File: config.mk
export PLATFORM = sky130hd
export DESIGN_NAME = ram_fifo_ctl
export DESIGN_NICKNAME = d
export VERILOG_FILES = /design/src/rtl/ram_fifo_ctl.sv
export SDC_FILE = /design/constraint.sdc
export NUM_CORES = 1
export LEC_CHECK = 0
export BUFFER_PORTS_ARGS = -buffer_cell sky130_fd_sc_hd__clkbuf_2
export CORE_MARGIN = 2
export CORE_UTILIZATION = 52
export CTS_BUF_LIST = sky130_fd_sc_hd__clkbuf_8
export DETAILED_ROUTE_END_ITERATION = 8
export GPL_TIMING_DRIVEN = 0
export PLACE_DENSITY = 0.84
export SKIP_LAST_GASP = 1
export SLEW_MARGIN = 20
export SYNTH_ARGS = -nofsm -noshare
export SYNTH_HDL_FRONTEND = slang
export SYNTH_SLANG_ARGS = --single-unit
File: constraint.sdc
create_clock -name clk -period 1.8 [get_ports clk]
set_input_delay 0 -clock clk [delete_from_list [all_inputs] [get_ports clk]]
set_output_delay 0 -clock clk [all_outputs]
set_load 0.02 [all_outputs]
File: src/rtl/ram_fifo_ctl.sv
// Pointer and flag controller that turns a two-port RAM (synchronous write port,
// combinational read port) into a show-ahead FIFO with sticky error flags.
module ram_fifo_ctl #(
  parameter int unsigned DATA_WIDTH = 8,
  parameter int unsigned DEPTH_LOG2 = 4
) (
  input  logic                  clk,
  input  logic                  reset,
  input  logic                  push,
  input  logic                  pop,
  input  logic                  flush,
  output logic [DEPTH_LOG2-1:0] ram_in_addr,
  output logic                  ram_in_latch,
  output logic [DEPTH_LOG2-1:0] ram_out_addr,
  output logic                  empty,
  output logic                  full,
  output logic [DEPTH_LOG2:0]   count,
  output logic                  overflow,
  output logic                  underflow
);

  localparam int unsigned DEPTH = 1 << DEPTH_LOG2;
  localparam int unsigned PW    = DEPTH_LOG2 + 1;

  logic [PW-1:0] wr_ptr_q, wr_ptr_d;
  logic [PW-1:0] rd_ptr_q, rd_ptr_d;
  logic          ovf_q, ovf_d;
  logic          udf_q, udf_d;
  logic          push_ok;
  logic          pop_ok;

  // Status is derived purely from the registered pointers; the extra wrap bit
  // distinguishes full from empty when the address bits coincide.
  assign empty = (wr_ptr_q == rd_ptr_q);
  assign full  = (wr_ptr_q[DEPTH_LOG2] != rd_ptr_q[DEPTH_LOG2]) &&
                 (wr_ptr_q[DEPTH_LOG2-1:0] == rd_ptr_q[DEPTH_LOG2-1:0]);
  assign count = wr_ptr_q - rd_ptr_q;

  assign ram_in_addr  = wr_ptr_q[DEPTH_LOG2-1:0];
  assign ram_out_addr = rd_ptr_q[DEPTH_LOG2-1:0];
  assign overflow     = ovf_q;
  assign underflow    = udf_q;

  assign push_ok      = push & ~full  & ~flush & ~reset;
  assign pop_ok       = pop  & ~empty & ~flush & ~reset;
  assign ram_in_latch = push_ok;

  // Next-state: flush wins over push/pop; rejected requests set sticky flags.
  always_comb begin
    wr_ptr_d = wr_ptr_q;
    rd_ptr_d = rd_ptr_q;
    ovf_d    = ovf_q;
    udf_d    = udf_q;
    if (flush) begin
      wr_ptr_d = '0;
      rd_ptr_d = '0;
      ovf_d    = 1'b0;
      udf_d    = 1'b0;
    end else begin
      if (push_ok) wr_ptr_d = wr_ptr_q + PW'(1);
      if (pop_ok)  rd_ptr_d = rd_ptr_q + PW'(1);
      if (push && full)  ovf_d = 1'b1;
      if (pop  && empty) udf_d = 1'b1;
    end
  end

  always_ff @(posedge clk) begin
    if (reset) begin
      wr_ptr_q <= '0;
      rd_ptr_q <= '0;
      ovf_q    <= 1'b0;
      udf_q    <= 1'b0;
    end else begin
      wr_ptr_q <= wr_ptr_d;
      rd_ptr_q <= rd_ptr_d;
      ovf_q    <= ovf_d;
      udf_q    <= udf_d;
    end
  end

  // Occupancy can never exceed the RAM depth, and full/empty are exclusive.
  a_count_range: assert property (@(posedge clk) disable iff (reset)
    (count <= PW'(DEPTH)) && (DATA_WIDTH != 0));
  a_full_empty_excl: assert property (@(posedge clk) disable iff (reset)
    !(full && empty));

endmodule

# Word-level counts from Yosys, hierarchy flattened
# Cells that the tools add are included.
[op_classes]
add_sub_neg = 3
n_eq_ne = 3
bitwise_logic = 10
reduce_logical = 4
[ops]
columns = ["cell", "n"]
rows = [
  ["5-bit by 1-bit adder with 5-bit output, second input constant", 2],
  ["1-bit bitwise AND", 6],
  ["5-bit == test", 1],
  ["5-bit subtractor", 1],
  ["4-bit == test", 1],
  ["1-bit inverter", 4],
  ["1-bit logical AND", 3],
  ["2-bit OR reduction", 1],
  ["1-bit != test", 1],
]
[totals]
ff_bits = 12
inputBits = 5
output_inout_bits = 18

# Depth between registers and ports, before layout
[logic_depth]
depth_word = 6
depth_mapped = 7

# Worst setup path before layout
# No wires, ideal clock.
[synth_path]
kind = "register to register"
from = "register rd_ptr_q[2]"
to = "register rd_ptr_q[2]"
setup_time_ns = 0.070
t_arrival_ns = 1.652
t_required_ns = 1.730
setup_slack_ns = 0.079
path_stages_with_launch = 7
n_path_buf = 0
period_less_slack_ns = 1.721
path_cell_list = "dfxtp_1 -> inv_1 -> ha_1 -> nand4_1 -> nor2_1 -> o21ai_0 -> a21oi_1"
[synth_via]
elab_chain_cells = 5
[synth_lines]
columns = ["item", "line_no", "source"]
rows = [
  ["from (decl)", "26", "logic [PW-1:0] rd_ptr_q, rd_ptr_d;"],
  ["from (signal assigned)", "75", "rd_ptr_q <= rd_ptr_d;"],
  ["5-bit == test", "34", "assign empty = (wr_ptr_q == rd_ptr_q);"],
  ["net empty", "15", "output logic empty,"],
  ["1-bit inverter", "45", "assign pop_ok = pop & ~empty & ~flush & ~reset;"],
  ["1-bit bitwise AND (3 in a row)", "45", ""],
]
# The timed path passes the listed nets, and every way through them passes these cells.
# A chain may end at the register's enable or synchronous reset.

# Worst setup path in the final report
[layout_path]
from = "register wr_ptr_q[0]"
to = "output port count[4]"
[layout_via]
elab_chain_cells = 1
[layout_lines]
columns = ["item", "line_no", "source"]
rows = [
  ["from (decl)", "25", "logic [PW-1:0] wr_ptr_q, wr_ptr_d;"],
  ["from (signal assigned)", "74", "wr_ptr_q <= wr_ptr_d;"],
  ["5-bit subtractor", "37", "assign count = wr_ptr_q - rd_ptr_q;"],
  ["to (decl)", "17", "output logic [DEPTH_LOG2:0] count,"],
]
# No other way between the ends.

==> metrics <==
status=complete, but fails checks; failing checks=setup timing; Max-cap violations=0; fin crit period=1.81 ns; power share of the clock group=0.405; final hold violation count=0; Num CTS Buffers=3; Ports=23; Synth Flop Type=dfxtp_1; first-pass GRT wire length=2.55 mm; Antenna Nets Post-Route=0; GRT Overall Usage=0.188; Synth cell types=22; hold path startpoint=flush; post-synth design cell area=751 um2; Die Area=0.00176 mm2; Cell Int Power=0.451 mW; drt first pass iters=3; P_sw=0.148 mW; CTS sink count=12; layout overhead on the synthesized area=29.8%; r2r worst-path depth=7; fmax=0.552 GHz; slew at the pin closest to its max-slew limit=0.463 ns; Crit Path Max Fanout=4; CTS hold repair buffers=0; sequential share of power=0.457; fin crit share=1.01; R2R Path Start=rd_ptr_q[1]$_SDFFE_PP0P_; fin area=975 um2; EDFF count, synth=0; vias in the first global route=592; Mean Syn Cell Area=8.73 um2; Slew Limit Headroom=0.689; Arr. time, crit path=1.81 ns; Mapped Cells=86; Yosys reg bits=12; FF-to-FF End=rd_ptr_q[3]$_SDFFE_PP0P_; setup TNS=-0.0126 ns; Vias=665; Synth warnings=0; I/O Buffers=22; sequential area share after synthesis=0.320; Root Buffer=clkbuf_8; grt total ovfl=0; Reg2Reg Setup Slack=0.07 ns; top-area cell type share of the netlist area=0.320; CTS H-tree depth=1; Core Footprint=0.00132 mm2; Residual DRC=0; CP required=1.80 ns; Slowest cell on crit path=dfxtp_4; antenna violations before repair=0; leading cell type in the layout, fill and taps excluded=clkbuf_2; Nets=127; hold path depth=3; GP Congestion=0.781; CTS Buffer Depth=2; Final HPWL DP=1.13 mm; Worst Clk Skew=0.00284 ns; hold crit path type=primary input to register; critical path capture point type=output port; share of cells above drive strength 1=0.460; share of flip-flops with an asynchronous set or reset=0; CP peak stage delay=0.36 ns; dpl cell area=880 um2; final setup fails=1; row cnt=13; Power Density=615 mW/mm2; Worst Setup Start Kind=register; crit path cell chain=inv_4, ha_4, inv_2, fa_2, a21o_1, a21oi_2, xnor2_1, buf_4; peak supply drop=0.451 mV; n_diodes=0; max-slew violations=0; Total Wirelength=1.56 mm; Leakage=0.444 nW; Hold Path End=rd_ptr_q[2]$_SDFFE_PP0P_; unrepaired setup endpoints after global routing=yes; initial drt markers=7; Die H=42.0 um; Power, Total=0.599 mW; syn_nets=98; Wirelength per Cell=12.2 um; top cells by area, synth=dfxtp_1 (32%), ha_1 (10%), xnor2_1 (8.2%); switch share=0.247; most frequent cells in the layout=clkbuf_2 (20), nor2_1 (12), buf_4 (11); area leader, netlist=dfxtp_1; post-DR vias/cell=5.20; fin worst setup slack=-0.0126 ns; Worst-Skew Late Latency=0.24 ns; Clock Pin Slew Worst Setup and Hold Paths=0.05 ns; Initial Util=0.570; Die X=42.0 um; Final Util=0.740; CTS tree=done; Comb pwr share=0.138; largest net degree at the start of global routing=11; Worst Path Class, Setup=register to output port
critical path, delay by kind of cell, from the launching register on:
| family | cells | cell delay, ns |
|---|---|---|
| AOI/OAI and AO/OA | 2 | 0.32 |
| xor gates and xnor gates | 1 | 0.14 |
| DFF | 1 | 0.36 |
| buffers and inverters | 3 | 0.27 |
| adders and majority gates | 2 | 0.48 |
synth_stat cells, drive strengths merged, types with 2 or more instances:
| cell type | count |
|---|---|
| xnor2 | 7 |
| nor2 | 13 |
| inv | 6 |
| or3 | 2 |
| a21oi | 9 |
| dfxtp | 12 |
| buf | 8 |
| xor2 | 4 |
| ha | 6 |
| mux2i | 2 |
| a21o | 2 |
| o21ai | 4 |
| nand4 | 4 |
cells by family (layout without fill, tap and decap cells):
family,count (synthesis),count (layout),share of synthesized area
muxes,2,2,0.0267
AOI/OAI and AO/OA,16,16,0.127
xor gates and xnor gates,11,11,0.138
DFF,12,12,0.320
adders and majority gates,7,7,0.127
and+or+nand+nor,23,23,0.147
buffers and inverters,15,42,0.115
layer usage:
metal	global-route usage	part of all wire	up-vias
met5	0	0	-
met4	0.0774	0.016	0
met3	0.0431	0.049	4
met2	0.316	0.50	18
met1	0.229	0.43	307
li1	-	-	336
how the worst max path moves through the flow:
stage | start | endpoint
after global placement | rd_ptr_q[2]$_SDFFE_PP0P_ | rd_ptr_q[1]$_SDFFE_PP0P_
after global routing | wr_ptr_q[0]$_SDFFE_PP0P_ | count[4]
after detailed placement | rd_ptr_q[2]$_SDFFE_PP0P_ | rd_ptr_q[1]$_SDFFE_PP0P_
after CTS | wr_ptr_q[0]$_SDFFE_PP0P_ | count[4]
after floorplan | rd_ptr_q[2]$_SDFFE_PP0P_ | rd_ptr_q[2]$_SDFFE_PP0P_
final | wr_ptr_q[0]$_SDFFE_PP0P_ | count[4]
power groups by stage:
stage | combinational [mW] | sequential (mW) | clock, mW
after detailed placement | 0.0723 | 0.279 | 0
after global routing | 0.0896 | 0.274 | 0.254
after CTS | 0.0769 | 0.273 | 0.240
after global placement | 0.0710 | 0.278 | 0
after floorplan | 0.0489 | 0.279 | 0
final | 0.0827 | 0.273 | 0.243
cell type report:
cell class,instances,area [um2]
tap,15,18.8
clock buffer,3,41.3
sequential,12,250
inverter,6,25.0
timing repair buffer,24,128
multi-input combinational,59,448
buffer,9,63.8
fill,109,343
sequential cells by signal (all words and copies together) (netlist names):
register	count
rd_ptr_q	5
wr_ptr_q	5
overflow	1
underflow	1
metrics by stage:
stage	hold slack [ns]	std cells	setup WS, ns
2_1_floorplan	0.141	86	0.0786
6_report	0.0461	128	-0.0126
3_3_place_gp	0.288	123	0.0526
3_5_place_dp	0.296	123	0.0127
4_1_cts	0.0495	127	-0.0501
5_1_grt	0.0585	128	-0.0653
timing repair:
action,CTS,global route
resized for setup,4,15
buffers inserted,1,1
pin swaps,1,3
endpoints found under the setup margin,4,9
No activity file was read; power rests on OpenSTA's default activity.
